===== src/rtl/mem_port_arbiter.sv =====
// Arbitrates fetch and data ports onto one word memory port, one transaction in flight.
// Grant and o_mem_req appear the cycle after the selecting edge; responses are combinational on i_mem_rvalid.
package rapid_pkg;
  parameter int XLEN = 32;
endpackage

module mem_port_arbiter #(
  parameter int XLEN = rapid_pkg::XLEN
) (
  input  logic            i_clk,
  input  logic            i_rst,
  input  logic            i_if_req,
  input  logic [XLEN-1:0] i_if_addr,
  output logic            o_if_gnt,
  output logic            o_if_rvalid,
  output logic [XLEN-1:0] o_if_rdata,
  input  logic            i_dm_req,
  input  logic            i_dm_we,
  input  logic [2:0]      i_dm_size,
  input  logic [XLEN-1:0] i_dm_addr,
  input  logic [XLEN-1:0] i_dm_wdata,
  output logic            o_dm_gnt,
  output logic            o_dm_rvalid,
  output logic            o_dm_err,
  output logic [XLEN-1:0] o_dm_rdata,
  output logic            o_mem_req,
  output logic            o_mem_we,
  output logic [XLEN-1:0] o_mem_addr,
  output logic [XLEN-1:0] o_mem_wdata,
  output logic [3:0]      o_mem_be,
  input  logic            i_mem_ready,
  input  logic            i_mem_rvalid,
  input  logic [XLEN-1:0] i_mem_rdata
);

  typedef enum logic [1:0] {S_IDLE, S_ADDR, S_DATA, S_ERR} state_t;

  state_t          state_q;
  logic            last_dm_q;
  logic            own_dm_q;
  logic            store_q;
  logic [1:0]      lane_q;
  logic [2:0]      size_q;
  logic            if_gnt_q;
  logic            dm_gnt_q;
  logic            mem_req_q;
  logic            mem_we_q;
  logic [XLEN-1:0] mem_addr_q;
  logic [XLEN-1:0] mem_wdata_q;
  logic [3:0]      mem_be_q;

  logic            pick_dm_d;
  logic            dm_bad_d;
  logic            mem_we_d;
  logic [XLEN-1:0] mem_addr_d;
  logic [XLEN-1:0] mem_wdata_d;
  logic [3:0]      mem_be_d;
  logic [1:0]      dm_lane;
  logic [XLEN-1:0] rd_shift;
  logic [XLEN-1:0] load_val;
  logic            dm_rsp;
  logic            err_rsp;

  assign dm_lane   = i_dm_addr[1:0];
  // On a tie the requester that did not win last time takes the port.
  assign pick_dm_d = i_dm_req && (!i_if_req || !last_dm_q);

  always_comb begin
    dm_bad_d = 1'b0;
    case (i_dm_size)
      3'b000:  dm_bad_d = 1'b0;
      3'b001:  dm_bad_d = dm_lane[0];
      3'b010:  dm_bad_d = |dm_lane;
      3'b100:  dm_bad_d = i_dm_we;
      3'b101:  dm_bad_d = i_dm_we | dm_lane[0];
      default: dm_bad_d = 1'b1;
    endcase
  end

  always_comb begin
    mem_we_d    = 1'b0;
    mem_addr_d  = i_if_addr & ~XLEN'(3);
    mem_wdata_d = '0;
    mem_be_d    = 4'b1111;
    if (pick_dm_d) begin
      mem_we_d   = i_dm_we;
      mem_addr_d = i_dm_addr & ~XLEN'(3);
      if (i_dm_we) begin
        case (i_dm_size[1:0])
          2'b00: begin
            mem_be_d    = 4'b0001 << dm_lane;
            mem_wdata_d = XLEN'(i_dm_wdata[7:0]) << {dm_lane, 3'b000};
          end
          2'b01: begin
            mem_be_d    = 4'b0011 << dm_lane;
            mem_wdata_d = XLEN'(i_dm_wdata[15:0]) << {dm_lane, 3'b000};
          end
          default: mem_wdata_d = i_dm_wdata;
        endcase
      end
    end
  end

  assign rd_shift = i_mem_rdata >> {lane_q, 3'b000};

  always_comb begin
    case (size_q)
      3'b000:  load_val = {{(XLEN-8){rd_shift[7]}}, rd_shift[7:0]};
      3'b001:  load_val = {{(XLEN-16){rd_shift[15]}}, rd_shift[15:0]};
      3'b100:  load_val = {{(XLEN-8){1'b0}}, rd_shift[7:0]};
      3'b101:  load_val = {{(XLEN-16){1'b0}}, rd_shift[15:0]};
      default: load_val = rd_shift;
    endcase
  end

  // ERR holds two cycles: the grant pulse, then the error response.
  assign err_rsp     = (state_q == S_ERR) && !dm_gnt_q;
  assign dm_rsp      = (state_q == S_DATA) && i_mem_rvalid && own_dm_q;
  assign o_if_rvalid = (state_q == S_DATA) && i_mem_rvalid && !own_dm_q;
  assign o_if_rdata  = o_if_rvalid ? i_mem_rdata : '0;
  assign o_dm_rvalid = dm_rsp || err_rsp;
  assign o_dm_err    = err_rsp;
  assign o_dm_rdata  = (dm_rsp && !store_q) ? load_val : '0;

  assign o_if_gnt    = if_gnt_q;
  assign o_dm_gnt    = dm_gnt_q;
  assign o_mem_req   = mem_req_q;
  assign o_mem_we    = mem_we_q;
  assign o_mem_addr  = mem_addr_q;
  assign o_mem_wdata = mem_wdata_q;
  assign o_mem_be    = mem_be_q;

  always_ff @(posedge i_clk) begin
    if (i_rst) begin
      state_q     <= S_IDLE;
      last_dm_q   <= 1'b0;
      own_dm_q    <= 1'b0;
      store_q     <= 1'b0;
      lane_q      <= 2'b00;
      size_q      <= 3'b000;
      if_gnt_q    <= 1'b0;
      dm_gnt_q    <= 1'b0;
      mem_req_q   <= 1'b0;
      mem_we_q    <= 1'b0;
      mem_addr_q  <= '0;
      mem_wdata_q <= '0;
      mem_be_q    <= 4'b0000;
    end else begin
      if_gnt_q <= 1'b0;
      dm_gnt_q <= 1'b0;
      case (state_q)
        S_IDLE: begin
          if (i_if_req || i_dm_req) begin
            last_dm_q <= pick_dm_d;
            own_dm_q  <= pick_dm_d;
            store_q   <= pick_dm_d && i_dm_we;
            lane_q    <= pick_dm_d ? dm_lane : 2'b00;
            size_q    <= pick_dm_d ? i_dm_size : 3'b010;
            if_gnt_q  <= !pick_dm_d;
            dm_gnt_q  <= pick_dm_d;
            if (pick_dm_d && dm_bad_d) begin
              state_q <= S_ERR;
            end else begin
              state_q     <= S_ADDR;
              mem_req_q   <= 1'b1;
              mem_we_q    <= mem_we_d;
              mem_addr_q  <= mem_addr_d;
              mem_wdata_q <= mem_wdata_d;
              mem_be_q    <= mem_be_d;
            end
          end
        end
        S_ADDR: begin
          if (i_mem_ready) begin
            state_q   <= S_DATA;
            mem_req_q <= 1'b0;
          end
        end
        S_DATA: begin
          if (i_mem_rvalid) state_q <= S_IDLE;
        end
        S_ERR: begin
          if (!dm_gnt_q) state_q <= S_IDLE;
        end
        default: state_q <= S_IDLE;
      endcase
    end
  end

endmodule


===== config.mk =====
export PLATFORM = sky130hd
export DESIGN_NAME = mem_port_arbiter
export DESIGN_NICKNAME = d
export VERILOG_FILES = /design/src/rtl/mem_port_arbiter.sv
export SDC_FILE = /design/constraint.sdc
export NUM_CORES = 1
export LEC_CHECK = 0
export CAP_MARGIN = 20
export CORE_MARGIN = 2
export CORE_UTILIZATION = 38
export DETAILED_ROUTE_END_ITERATION = 6
export PLACE_DENSITY = 0.82
export SYNTH_ARGS = -nofsm -noshare
export SYNTH_HDL_FRONTEND = slang
export SYNTH_SLANG_ARGS = --single-unit
export TNS_END_PERCENT = 50

===== constraint.sdc =====
create_clock -name i_clk -period 2.96 [get_ports i_clk]
set_clock_uncertainty 0.15 [all_clocks]
set_input_delay 0.592 -clock i_clk [delete_from_list [all_inputs] [get_ports i_clk]]
set_output_delay 0.592 -clock i_clk [all_outputs]
set_load 0.02 [all_outputs]

* Word-level counts from Yosys, hierarchy flattened
Cells that the tools add are included.
** Operators by class
- Equal/unequal tests :: 16
- Shift operators :: 5
- Bitwise operators :: 4
- Reduce and logical (&&, ||, !) cells :: 27
- Mux-type cells :: 24
** Operators with widths (count)
- 2-to-1 mux 32 bit :: 5
- one-hot mux 32 bit (4 select lines) :: 1
- one-hot mux 32 bit (2 select lines) :: 1
- << shifter 16 x 5 -> 32 bit :: 1
- << shifter 8 x 5 -> 32 bit :: 1
- right shift 32 x 5 -> 32 bit :: 1
- == test 3 bit, second input constant :: 4
- 2-to-1 mux 2 bit :: 6
- inequality test 2 bit, second input constant :: 5
- logical AND 1 bit :: 8
- 2-to-1 mux 4 bit :: 2
- one-hot mux 2 bit (4 select lines) :: 1
- one-hot mux 4 bit (2 select lines) :: 1
- AND reduction 4 bit :: 2
- == test 3 x 1 -> 1 bit, second input constant :: 2
- zero test 3 bit :: 2
- zero test 1 bit :: 5
- one-hot mux 1 bit (5 select lines) :: 1
- == test 2 x 1 -> 1 bit, second input constant :: 2
- == test 2 bit, second input constant :: 2
- zero test 2 bit :: 2
- 2-to-1 mux 1 bit :: 4
- << shifter 1 x 2 -> 4 bit, first input constant :: 1
- << shifter 2 x 2 -> 4 bit, first input constant :: 1
- 11 further kinds :: 15
** Storage, ports and cells
- Input bits :: 138
- Word-level logic and storage cells :: 88
- Register bits after elaboration :: 81

* Longest topological paths before layout
- Word-level depth :: 7
- Mapped depth :: 8
- Depth with buffers taken out :: 4

* Least setup slack after synthesis
OpenSTA, ideal clock, no wires.
- Path type :: in2out
- From :: input i_mem_rvalid
- To :: output o_dm_rdata[22]
- Data required time :: 2.218 ns
- Buffers on the path :: 3
- Stages on the path :: 7
- Arrival :: 2.138 ns
- Path slack :: 0.080 ns
- Cells stage by stage :: nand2_1 > or3_1 > buf_2 > or3_1 > clkbuf_1 > buf_2 > o22ai_1
** Between the ends
- Word-level cells in the longest chain between the ends :: 4
** RTL lines
- from (decl) :: RTL line 32 : input logic i_mem_rvalid,
- logical AND 1 bit (2 in a row) :: RTL line 118 : assign dm_rsp = (state_q == S_DATA) && i_mem_rvalid && own_dm_q;
- logical AND 1 bit :: RTL line 123 : assign o_dm_rdata = (dm_rsp && !store_q) ? load_val : '0;
- 2-to-1 mux 32 bit :: RTL line 123
- to (decl) :: RTL line 25 : output logic [XLEN-1:0] o_dm_rdata,
No other way between the ends.

* Final worst setup path
- From :: input i_mem_rdata[31]
- To :: output o_dm_rdata[13]
** Between the ends
- Word-level cells in the longest chain between the ends :: 3
** RTL lines
- from (decl) :: RTL line 33 : input logic [XLEN-1:0] i_mem_rdata
- right shift 32 x 5 -> 32 bit :: RTL line 104 : assign rd_shift = i_mem_rdata >> {lane_q, 3'b000};
- one-hot mux 32 bit (4 select lines) :: RTL line 107 : case (size_q)
- 2-to-1 mux 32 bit :: RTL line 123
No other way between the ends.

==> metrics.md <==
| Metric | Value |
|---|---|
| Mean Syn Cell Area | `8.257 um^2` |
| CP startpoint kind | `primary input` |
| CP arrival | `2.14 ns` |
| Most used DFF post-synth | `dfxtp_1` |
| Initial core utilization | `39.36%` |
| Share of cells above drive strength 1 | `16.69%` |
| Maximum VDD drop | `0.0004452 V` |
| Failing checks | `design-rule violations` |
| GPL Wtd Cong | `1.004` |
| CTS tree | `built` |
| First-pass GRT wire length | `30980 um` |
| Cts bufs inserted | `9` |
| Clock Pin Slew Worst Setup and Hold Paths | `0.06 ns` |
| Vias in the first global route | `5476` |
| Hold Path Class | `register to register` |
| Post-synth ARST share | `0%` |
| Area of the core | `11520 um^2` |
| Crit-path leading delay family | `buffers and inverters` |
| Relative max-transition margin | `64.50%` |
| GR Layer Usage met2 | `53.33%` |
| Sequential area share after synthesis | `34.89%` |
| CP Cell Sequence | `dlygate4sd2_1, mux2i_1, mux2_4, or3_4, a21oi_1, dlygate4sd2_1` |
| Max cap viols | `0` |
| Full die area | `12820 um^2` |
| Stages on the worst setup path | `6` |
| Worst skew pair latency | `0.34 ns` |
| GRT Total Usage | `30.50%` |
| Synth unique cells | `49` |
| Final WS setup | `0.08126 ns` |
| Iter 0 DRT Violations | `575` |
| Syn. warnings | `0` |
| Maximum buffer depth of the clock tree | `2` |
| DP Worst Slack | `-0.6353 ns` |
| Leakage power | `3.129 nW` |
| First-pass DRT Iterations | `7` |
| Worst r2r path cells | `6` |
| Routed vias/inst | `5.720` |
| Crit path max fanout | `7` |
| GR Overflow Total | `0` |
| Port bufs | `272` |
| DRC Markers | `20` |
| Fillers | `953` |
| Htree depth | `3` |
| Unrepaired setup endpoints after global routing | `false` |
| Status | `finished, violations left` |
| Pwr Total | `3.646 mW` |
| Synth-to-layout area growth | `77.48%` |
| Met1 usage | `36.74%` |
| Antenna violations before repair | `1` |
| Hpwl dp | `15660 um` |
| Setup-failing EPs final | `0` |
| Slowest CP cell | `or3_4` |
| Final Hold Viols | `0` |
| Worst path required time | `2.22 ns` |
| IO Pins | `277` |
| Global route hottest layer | `met2` |
| DIE WIDTH | `113.2 um` |
| Final nets | `978` |
| Tcrit/Tclk final | `97.25%` |
| Pwr Density | `453.2 nW/um^2` |
| CP max stage delay | `0.40 ns` |
| Fmax | `347.4 MHz` |
| FP Rows | `39` |
| Slew Limit Fails | `0` |
| Mapped Area | `4533 um^2` |
| Post-layout util | `69.86%` |
| Post-DRT Antenna Nets | `0` |
| Critical Path Sink Type | `primary output` |
| Synthesized instance count | `549` |
| Most common cell after layout, fill and taps aside | `clkdlybuf4s50_1` |
| Hold path depth | `1` |
| Total wire length | `20420 um` |
| M3 GR Usage | `5.303%` |
| Root Buffer | `clkbuf_16` |
| Via count | `5657` |
| Crit path top cell by count | `dlygate4sd2_1` |
| Buffers & Inverters on Critical Path | `2` |
| Largest net degree at the start of global routing | `49` |
| Post-synth EDFFs | `0` |
| Height of the die | `113.2 um` |
| WS Path Type | `primary input to primary output` |
| Yosys reg bits | `79` |
| Wirelength per Cell | `20.64 um` |
| Worst slew pin tran | `0.5306 ns` |
| CTS Sinks | `79` |
| Final min period | `2.879 ns` |
| Post-CTS Hold Buffers | `0` |
| Most frequent cells in the layout | `224 x clkdlybuf4s50_1, 78 x dfxtp_1, 70 x nand2_1, 69 x buf_4, 44 x a21oi_1` |
## cell type report
cell class,count,area (um^2),share of cell area [%]
flip-flops and latches,79,1583,19.67
diodes,1,2.502,0.03110
clock buffers,13,250.2,3.110
repair buffers,334,3154,39.21
clock inverters,3,42.54,0.5288
inverters,4,15.01,0.1866
multi-input cells,412,2819,35.04
well taps,143,178.9,2.224
## synthesized netlist by cell type, types with 3 or more instances
| master | instances | area, um^2 |
|---|---|---|
| o211ai_1 | 17 | 127.6 |
| nand2_1 | 71 | 266.5 |
| clkbuf_1 | 33 | 123.9 |
| a22oi_1 | 21 | 157.7 |
| nor3_1 | 4 | 20.02 |
| nor2_1 | 25 | 93.84 |
| a221o_2 | 8 | 90.09 |
| nand2b_1 | 5 | 31.28 |
| a22o_1 | 24 | 210.2 |
| inv_1 | 3 | 11.26 |
| buf_1 | 5 | 18.77 |
| o21ai_0 | 12 | 60.06 |
| o22ai_1 | 8 | 50.05 |
| or2_2 | 4 | 25.02 |
| dfxtp_1 | 79 | 1582 |
| o2111ai_1 | 3 | 26.28 |
| buf_4 | 3 | 22.52 |
| and2_1 | 41 | 256.5 |
| a311oi_1 | 30 | 262.8 |
| buf_2 | 12 | 60.06 |
| a21oi_1 | 46 | 230.2 |
| or3_1 | 3 | 18.77 |
| mux2i_1 | 17 | 170.2 |
| a211oi_1 | 19 | 142.6 |
| nand3_1 | 3 | 15.01 |
| o2bb2ai_1 | 8 | 70.07 |
| nor2b_1 | 17 | 106.4 |
## layer usage
metal | wire length, um | part of all wire, %
met5 | 0 | 0
met3 | 1606 | 7.9
met2 | 10130 | 50
met4 | 791 | 3.9
met1 | 7891 | 39
## cell families (layout without fill, tap and decap cells)
| group | after synthesis | in the layout | share of synthesized area (%) |
|---|---|---|---|
| flip-flops | 79 | 79 | 34.89 |
| multiplexers | 19 | 19 | 4.251 |
| other | 1 | 3 | 0.08272 |
| buffers and inverters | 59 | 354 | 5.796 |
| AND/OR/NAND/NOR | 184 | 184 | 20.51 |
| AO/OA/AOI/OAI | 207 | 207 | 34.47 |
## sequential cells by signal (all words and copies together), names as in the netlist, 2 cells and up
name / count
o_mem_wdata: 32
lane_q: 2
state_q: 2
o_mem_be: 4
o_mem_addr: 30
size_q: 3
## report_power, final
group / internal, mW / switching (mW)
combinational: 0.618 / 0.701
sequential: 1.17 / 0.0639
clock: 0.675 / 0.420
total: 2.46 / 1.19
## final timing paths
path                    from  slack [ns]        endpoint
max          i_mem_rdata[31]        0.08  o_dm_rdata[13]
min reg2reg         o_mem_we        0.31        o_mem_we
max reg2reg       state_q[0]        0.87  o_mem_addr[31]
min                 o_mem_we        0.31        o_mem_we
## timing repair
action | in CTS | in global routing
endpoints found under the hold margin | 0 | 0
setup buffers | 1 | 0
gates resized for setup | 117 | 33
cloned | 1 | 0
pin swaps | 4 | 0
endpoints found under the setup margin | 62 | 41
## metrics by stage
step,std cells,setup TNS [ns],hold slack [ns],area [um^2]
finish,989,0,0.3149,8045
CTS,987,0,0.3158,7906
detailed placement,969,-25.43,0.3023,7657
global route,989,0,0.3477,8045
global placement,969,-23.74,0.3026,7657
floorplan,550,0,0.3180,4537
## worst register-to-register path, stage by stage (launching register included)
cell and delay [ns]:
dfxtp_1 0.33, buf_4 0.17, nor2_1 0.27, and2_1 0.25, buf_4 0.37, a21oi_1 0.15
a311oi_1 0.30
(Power assumes the default switching activity.)
